### config.mk
export PLATFORM = sky130hd
export DESIGN_NAME = uart_bram_loader
export DESIGN_NICKNAME = d
export VERILOG_FILES = /design/src/rtl/uart_bram_loader_pkg.sv /design/src/rtl/uart_bram_loader_gap_timer.sv /design/src/rtl/uart_bram_loader.sv
export SDC_FILE = /design/constraint.sdc
export NUM_CORES = 1
export LEC_CHECK = 0
export ABC_CLOCK_PERIOD_IN_PS = 2640
export BUFFER_PORTS_ARGS = -buffer_cell sky130_fd_sc_hd__clkbuf_2
export CAP_MARGIN = 10
export CORE_MARGIN = 4
export CORE_UTILIZATION = 35
export CTS_BUF_LIST = sky130_fd_sc_hd__clkbuf_2
export DETAILED_ROUTE_END_ITERATION = 10
export GPL_ROUTABILITY_DRIVEN = 0
export GPL_TIMING_DRIVEN = 0
export HOLD_SLACK_MARGIN = 0.02
export PLACE_DENSITY = 0.63
export REMOVE_ABC_BUFFERS = 1
export SETUP_SLACK_MARGIN = 0.1
export SLEW_MARGIN = 20
export SYNTH_ARGS = -nofsm -noshare
export SYNTH_HDL_FRONTEND = slang
export SYNTH_SLANG_ARGS = --single-unit
### constraint.sdc
create_clock -name clka -period 2.64 [get_ports clka]
set_clock_uncertainty 0.15 [all_clocks]
set_input_delay 0.132 -clock clka [delete_from_list [all_inputs] [get_ports clka]]
set_output_delay 0.132 -clock clka [all_outputs]
set_load 0.02 [all_outputs]
### src/rtl/uart_bram_loader_pkg.sv
// Shared definitions for the UART-to-BRAM frame loader and the port-B reader.
// Holds default geometry and the capture state encoding.
package uart_bram_loader_pkg;

    localparam int DEF_ADDR_W    = 12;
    localparam int DEF_NUM_WORDS = 4096;
    localparam int DEF_TIMEOUT   = 100000;

    typedef enum logic [1:0] {
        IDLE    = 2'd0,
        WAIT_HI = 2'd1,
        WAIT_LO = 2'd2
    } state_t;

endpackage

### src/rtl/uart_bram_loader_gap_timer.sv
// Inter-byte gap counter: clear, count-enable, and a combinational expire pulse
// asserted on the TIMEOUT-th enabled cycle since the last clear. TIMEOUT=0 never expires.
module gap_timer #(
    parameter int TIMEOUT = 100000
) (
    input  logic clka,
    input  logic rst_n,
    input  logic clr,
    input  logic en,
    output logic expire
);

    localparam int CW = (TIMEOUT > 1) ? $clog2(TIMEOUT) : 1;
    localparam logic [CW-1:0] LAST = (TIMEOUT > 0) ? CW'(TIMEOUT - 1) : '0;

    logic [CW-1:0] count;

    always_ff @(posedge clka or negedge rst_n) begin
        if (!rst_n) begin
            count <= '0;
        end else if (clr) begin
            count <= '0;
        end else if (en && count != LAST) begin
            count <= count + 1'b1;
        end
    end

    assign expire = (TIMEOUT > 0) && en && (count == LAST);

endmodule

### src/rtl/uart_bram_loader.sv
// Packs received UART bytes into 16-bit words (high byte first) and writes them to
// sequential BRAM port-A addresses, reporting frame completion or a mid-word timeout.
module uart_bram_loader
    import uart_bram_loader_pkg::*;
#(
    parameter int ADDR_W    = DEF_ADDR_W,
    parameter int NUM_WORDS = DEF_NUM_WORDS,
    parameter int TIMEOUT   = DEF_TIMEOUT
) (
    input  logic              clka,
    input  logic              rst_n,
    input  logic              start,
    input  logic              abort,
    input  logic [7:0]        rx_data,
    input  logic              rx_valid,
    output logic              wea,
    output logic [ADDR_W-1:0] addra,
    output logic [15:0]       dina,
    output logic              busy,
    output logic              done,
    output logic              err_timeout,
    output logic [ADDR_W:0]   words_written
);

    localparam logic [ADDR_W:0]   FULL     = (ADDR_W + 1)'(NUM_WORDS);
    localparam logic [ADDR_W-1:0] PTR_LAST = ADDR_W'(NUM_WORDS - 1);

    // Handshake: rx_valid is a one-cycle strobe with no back-pressure; every strobe
    // while armed is consumed in the cycle it is presented.
    state_t            state;
    logic [7:0]        hi_byte;
    logic [ADDR_W-1:0] ptr;
    logic              gap_clr;
    logic              gap_en;
    logic              gap_expire;

    assign gap_clr = (state != WAIT_LO);
    assign gap_en  = (state == WAIT_LO) && !rx_valid && !abort;

    gap_timer #(.TIMEOUT(TIMEOUT)) u_gap_timer (
        .clka   (clka),
        .rst_n  (rst_n),
        .clr    (gap_clr),
        .en     (gap_en),
        .expire (gap_expire)
    );

    always_ff @(posedge clka or negedge rst_n) begin
        if (!rst_n) begin
            state         <= IDLE;
            hi_byte       <= '0;
            ptr           <= '0;
            wea           <= 1'b0;
            addra         <= '0;
            dina          <= '0;
            busy          <= 1'b0;
            done          <= 1'b0;
            err_timeout   <= 1'b0;
            words_written <= '0;
        end else begin
            wea <= 1'b0;
            // done follows the final write by one cycle; a start in that cycle still clears it
            if (wea && words_written == FULL) begin
                done <= 1'b1;
            end
            if (abort) begin
                state <= IDLE;
                busy  <= 1'b0;
            end else begin
                case (state)
                    IDLE: begin
                        if (start) begin
                            state         <= WAIT_HI;
                            busy          <= 1'b1;
                            ptr           <= '0;
                            words_written <= '0;
                            done          <= 1'b0;
                            err_timeout   <= 1'b0;
                        end
                    end
                    WAIT_HI: begin
                        if (rx_valid) begin
                            hi_byte <= rx_data;
                            state   <= WAIT_LO;
                        end
                    end
                    WAIT_LO: begin
                        if (rx_valid) begin
                            wea           <= 1'b1;
                            addra         <= ptr;
                            dina          <= {hi_byte, rx_data};
                            words_written <= words_written + 1'b1;
                            if (ptr == PTR_LAST) begin
                                state <= IDLE;
                                busy  <= 1'b0;
                            end else begin
                                ptr   <= ptr + 1'b1;
                                state <= WAIT_HI;
                            end
                        end else if (gap_expire) begin
                            state       <= IDLE;
                            busy        <= 1'b0;
                            err_timeout <= 1'b1;
                        end
                    end
                    default: begin
                        state <= IDLE;
                        busy  <= 1'b0;
                    end
                endcase
            end
        end
    end

endmodule

==> metrics.yaml, run 1 <==
slew-limit-headroom: 0.523
io_buffers: 57
syn_area_per_cell_um2: 11.3
p_per_area_mw_per_mm2: 544
finalSetupViolCount: 0
crit_required_ns: 3.00
hp-class: "input port to flop"
seqPwrFrac: 0.572
drive_gt1_frac: 0.320
post-route-period-util: 0.892
crit_arrival_ns: 2.71
track_usage: 0.145
synthMuxAreaShare: 0.119
slowest_stage: "or3_2"
rsz0062_at_grt: "false"
rr_startpoint: "u_gap_timer.count[0]"
dieWidth_um: 115
crit_fanout: 9
fmax_mhz: 424
drc: 0
synth_top_family_by_area: "simple AND/OR/NAND/NOR gates"
area_growth_pct: 18.9
grt-busiest-layer: "met2"
antenna_found_initial: 0
num_antenna_cells: 0
wl_um: 8890
synth_cells: 352
final_util: 0.432
cts_max_level: 3
yosys_warnings: 0
clock-sinks: 84
placedCellCount: 537
peakVddDrop_uv: 320
synthArstFlopShare: 1.00
synth_xor_area_frac: 0.0197
cts_tree: "yes"
yosys.area_share.simple: 0.189
setup_tns_ns: 0
worst-path-buf-inv: 0
netlist.area_leader.share: 0.526
startpoint: "u_gap_timer.count[0]"
clkPwrFrac: 0.263
status: "completed"
grt_max_degree: 85
nets: 446
vias_per_cell: 5.37
clock_latency_ns: 0.57
drt_iter0_markers: 247
grtUsageMet3: 0.0500
crit_chain: "ha_1 > and3_1 > nand4_1 > or3_2 > a21oi_1"
drtAntennaViolNets: 0
fill_cells: 1064
post_dp_cell_area_mm2: 0.00443
grt_use_met2: 0.219
synth_top_area_cell: "dfrtp_1"
ys_top_cells_by_area: "dfrtp_1, mux2_2, a21oi_1"
cts_resized: 0
die_h_um: 115
synth-seq-cells: 84
min_from: "rx_data[2]"
hold_viol_final: 0
wl_per_cell_um: 15.5
netlist_area_mm2: 0.00399
vias: 3081
endpoint_kind: "flop"
overflow: 0
final_area_mm2: 0.00475
start_util: 0.364
synth_compound_area_frac: 0.104
placeableCoreArea_mm2: 0.0110
drtPass1Iterations: 4
synthAdderAreaFrac: 0.0125
dpl.hpwl_um: 6180
internal_power_uw: 1820
switchingPower_uw: 766
synth-edff-count: 0
path_clk_slew_ns: 0.22
p_leak_uw: 0.00211
ys_seq_area_frac: 0.526
dieArea_mm2: 0.0132
p_comb_frac: 0.165
start_kind: "flop"
cts_made_buffers: 9
period_minus_slack_ns: 2.36
final_cells: 574
num_rows: 38
worst_slew_pin_slew_ns: 0.713
crit_type: "flop to flop"
slew_violations: 0
globalRouteMet1Util: 0.190
power_switching_share: 0.297
boundaryPins: 58
cts_root_buffer: "clkbuf_2"
max_cap_viol_count: 0
cp_top_family: "simple AND/OR/NAND/NOR gates"
critical_path.max_stage_delay_ns: 0.56
finalPower_uw: 2580
grt_pass1_vias: 3130
synth.distinct_cells: 48
cts_max_path_buffers: 2
grt_first_pass_wirelength_um: 15500
synthFlopType: "dfrtp_1"
[cells in the final DEF (no fill, tap or decap), drive strengths merged, types with 4 or more instances in the layout]
cell          n
clkbuf       68
a31oi         4
inv           8
mux2         37
o31ai         9
o21ai        17
nand3        16
nand4         9
or3          11
and4          5
nor2         21
nand2        21
a21oi        22
mux2i         6
or4          10
dlygate4sd3  13
nor4          5
xnor2         7
buf          11
nor4b         4
nand2b        5
o211ai        4
ha            4
dfrtp        84
or2           4
[worst reg2reg max path, delay by kind of cell (launching register included)]
kind / cells / cell delay, ns
AO/OA/AOI/OAI: 1 / 0.15
adder cells (fa/ha/maj): 1 / 0.23
flip-flops: 1 / 0.46
AND/OR/NAND/NOR: 3 / 1.31
[final cells by class]
type	instances	area, um2	share of cell area
inverter	7	26.3	0.00553
clock inverter	5	60.1	0.0126
multi-input combinational	246	1800	0.378
clock buffer	11	55.1	0.0116
tap	140	175	0.0369
timing repair buffer	81	534	0.113
sequential	84	2100	0.443
[power groups by stage]
stage	Clock (uW)	Sequential, uW	Combinational (uW)
floorplan	0	1580	155
global placement	0	1500	400
detailed placement	0	1500	417
CTS	715	1480	433
global route	775	1500	466
finish	680	1480	426
[final timing paths]
kind,slack [ns],cells past startpoint,to
max,0.28,5,u_gap_timer.count[14]
max in group asynchronous,1.35,3,addra[4]
min reg2reg,0.39,1,addra[0]
min in group asynchronous,0.52,3,state[0]
max reg2reg,0.28,5,u_gap_timer.count[14]
min,0.18,3,hi_byte[2]
[flip-flops by register name, indices dropped and copies added (netlist names)]
| register | count |
|---|---|
| err_timeout | 1 |
| u_gap_timer.count | 17 |
| wea | 1 |
| hi_byte | 8 |
| words_written | 13 |
| addra | 12 |
| state | 2 |
| busy | 1 |
| done | 1 |
| dina | 16 |
| ptr | 12 |
[Yosys cell counts, types with 3 or more instances]
cell	count
and4_1	5
nor4_1	3
or4_1	8
a21oi_1	22
o211ai_1	4
nand4_1	9
o31ai_1	9
mux2_2	37
nand3_1	16
or3_1	10
mux2i_1	6
ha_1	4
nor4b_1	3
o21ai_0	16
a31oi_1	4
nor2_1	21
or2_2	4
clkbuf_1	4
and3_1	3
nand2_1	21
nor3_1	3
inv_1	7
xnor2_1	7
buf_2	9
dfrtp_1	84
nand2b_1	5
[logic make-up (layout without fill, tap and decap cells)]
family	Yosys count	count (layout)
AND/OR/NAND/NOR	124	124
adder cells (fa/ha/maj)	4	4
flip-flops	84	84
AO/OA/AOI/OAI	66	66
multiplexers	43	43
buffers and inverters	22	104
XOR/XNOR	9	9
[layer usage]
layer	part of all wire	vias up	wire length, um
met5	0	-	0
met4	0.018	0	162
met3	0.070	13	626
met2	0.45	64	4020
met1	0.46	1527	4080
li1	-	1477	-
[stage by stage]
| stage | hold slack (ns) | setup slack (ns) |
|---|---|---|
| 5_1_grt | 0.116 | 0.103 |
| 4_1_cts | 0.107 | 0.131 |
| 6_report | 0.184 | 0.284 |
| 2_1_floorplan | -0.314 | -0.138 |
| 3_3_place_gp | 0.232 | -1.22 |
| 3_5_place_dp | 0.0802 | 0.189 |
[what timing repair did]
action                     4_1_cts  5_1_grt
buffers inserted                 0        8
hold buffers                    13        0
setup endpoints to repair        0       22
hold endpoints to repair       131        0
(Power assumes the default switching activity.)
==> run 2, diff against run 1 <==
--- a/config.mk
+++ b/config.mk
@@ -9,13 +9,13 @@
 export BUFFER_PORTS_ARGS = -buffer_cell sky130_fd_sc_hd__clkbuf_2
 export CAP_MARGIN = 10
 export CORE_MARGIN = 4
-export CORE_UTILIZATION = 35
+export CORE_UTILIZATION = 58
 export CTS_BUF_LIST = sky130_fd_sc_hd__clkbuf_2
 export DETAILED_ROUTE_END_ITERATION = 10
 export GPL_ROUTABILITY_DRIVEN = 0
 export GPL_TIMING_DRIVEN = 0
 export HOLD_SLACK_MARGIN = 0.02
-export PLACE_DENSITY = 0.63
+export PLACE_DENSITY = 0.91
 export REMOVE_ABC_BUFFERS = 1
 export SETUP_SLACK_MARGIN = 0.1
 export SLEW_MARGIN = 20
==> run 2 against run 1 <==
Register-to-register slack got worse by 0.02 ns; combinational power increased by 2%; via count increased by 2.7%; sequential power about the same; total power increased by 1.0%; fmax decreased by 0.98%; cell area decreased by 2.2%; sequential share of layout area increased by 0.98 points; die area decreased by 37%; largest cell class unchanged; core utilization increased by 28 points.
==> metrics.yaml, run 2 (same netlist as run 1, synthesis figures left out) <==
status: "completed"
drt_iter0_markers: 246  # -0.40%
num_rows: 29  # -24%
cts_max_path_buffers: 2  # unchanged
grt_first_pass_wirelength_um: 15100  # -2.0%
io_buffers: 57  # unchanged
rr_startpoint: "ptr[0]"
grt_max_degree: 85  # unchanged
min_from: "rx_data[1]"
num_antenna_cells: 0  # unchanged
largest_register: "u_gap_timer.count"
drive_gt1_frac: 0.316  # -0.00473
max_cap_viol_count: 0  # unchanged
endpoint_kind: "flop"
finalSetupViolCount: 0  # unchanged
final_util: 0.711  # +0.279
final_common_cell: "dfrtp_1"
seqPwrFrac: 0.570  # -0.002
cts_made_buffers: 9  # unchanged
dieArea_mm2: 0.00828  # -37%
setup_slack_ns: 0.261  # -0.0234 ns
post-route-period-util: 0.901  # +0.00887
drtPass1Iterations: 4  # unchanged
crit_arrival_ns: 2.79  # +0.08 ns
fill_cells: 449  # -58%
slew-limit-headroom: 0.452  # -0.0707
die_h_um: 91.0  # -21%
cts_max_level: 3  # unchanged
track_usage: 0.227  # +0.0819
crit_fanout: 19  # +10
setup_tns_ns: 0  # unchanged
p_per_area_mw_per_mm2: 562  # +3.2%
post-place-ws_ns: 0.111  # -0.0775 ns
dpl.hpwl_um: 5960  # -3.6%
period_minus_slack_ns: 2.38  # +0.0234 ns
grt_pass1_vias: 3154  # +0.77%
hold_path_depth: 3  # unchanged
fmax_mhz: 420  # -0.98%
top_regs: "u_gap_timer.count x17, dina x16, words_written x13"
start_util: 0.611  # +0.248
cts_resized: 0  # unchanged
wl_per_cell_um: 17.8  # +15%
wl_um: 9030  # +1.5%
dieWidth_um: 91.0  # -21%
path_clk_slew_ns: 0.30  # +0.08 ns
final_cells: 508  # -11%
hp-class: "input port to flop"
cts_root_buffer: "clkbuf_2"
overflow: 0  # unchanged
antenna_found_initial: 0  # unchanged
drc: 0  # unchanged
startpoint: "ptr[0]"
rsz0062_at_grt: "false"
peakVddDrop_uv: 596  # +86%
worst_slew_pin_slew_ns: 0.816  # +0.102 ns
power_switching_share: 0.331  # +0.0342
p_leak_uw: 0.00209  # -0.87%
start_kind: "flop"
crit_type: "flop to flop"
multi_input_area_mm2: 0.00180  # unchanged
hold_viol_final: 0  # unchanged
p_comb_frac: 0.167  # +0.002
nets: 443  # -0.67%
vias_per_cell: 6.23  # +16%
clock_latency_ns: 0.61  # +0.04 ns
boundaryPins: 58  # unchanged
holdWs_ns: 0.142  # -0.0414 ns
slew_violations: 0  # unchanged
vias: 3165  # +2.7%
drtAntennaViolNets: 0  # unchanged
largest_register_ffs: 17  # unchanged
internal_power_uw: 1750  # -3.9%
final_cell_mix: "dfrtp_1, clkbuf_2, mux2_2"
cts_tree: "yes"
crit_required_ns: 3.06  # +0.06 ns
placedCellCount: 474  # -12%
switchingPower_uw: 863  # +13%
final-seq-area_mm2: 0.00210  # unchanged
area_growth_pct: 16.3
clock-sinks: 84  # unchanged
placeableCoreArea_mm2: 0.00653  # -41%
r2r_cells: 5  # unchanged
clkPwrFrac: 0.263  # about the same
-- run 2: cell types whose count changed in the layout (fill, tap and decap cells not counted), moves of 2 or more --
cell      before  now
clkbuf_2      67   65
buf_8          1    3
buf_6          2    0
inv_8          0    2
buf_4          7    5
-- run 2: final cells by class --
class                      count  share of cell area
inverter                       7             0.00566
clock buffer                   9             0.00970
multi-input combinational    246               0.386
timing repair buffer          78               0.109
tap                           77              0.0207
sequential                    84               0.452
clock inverter                 7              0.0159
-- run 2: path summary, 6_finish.rpt --
check                              end  slack (ns)
setup / recovery                ptr[5]        0.26
max in group asynchronous   hi_byte[5]        1.40
min in group asynchronous          wea        0.46
setup reg to reg                ptr[5]        0.26
hold / removal                 dina[1]        0.14
hold reg to reg            err_timeout        0.39
-- run 2: power groups by stage --
stage | logic [uW] | registers (uW) | clock network [uW]
final | 435 | 1490 | 688
after global routing | 473 | 1500 | 745
after CTS | 436 | 1490 | 690
after detailed placement | 418 | 1510 | 0
after global placement | 393 | 1490 | 0
after floorplan | 155 | 1580 | 0
-- run 2: critical path: stages (launching register included) --
cell,delay (ns)
dfrtp_1,0.51
ha_1,0.22
nand4_1,0.25
nor4_4,0.82
o21ai_0,0.22
a21oi_1,0.17
-- run 2: through the flow --
stage,area [um2],total power [uW]
6_report,4650,2610
3_3_place_gp,4290,1890
4_1_cts,4630,2610
2_1_floorplan,3910,1740
3_5_place_dp,4360,1930
5_1_grt,4650,2720
-- run 2: timing repair --
item,in CTS,in global routing
gates cloned,0,0
setup endpoints to repair,9,1
buffers inserted,3,2
pin swaps,1,1
hold buffers,13,0
endpoints found under the hold margin,114,0
-- run 2: routing by layer --
layer  GRT usage  routed length, um  vias to the layer above
li1            -                  -                     1478
met1       0.275               3610                     1555
met2       0.378               4520                      111
met3      0.0579                680                       21
met4       0.113                221                        0
met5           0                  0                        -
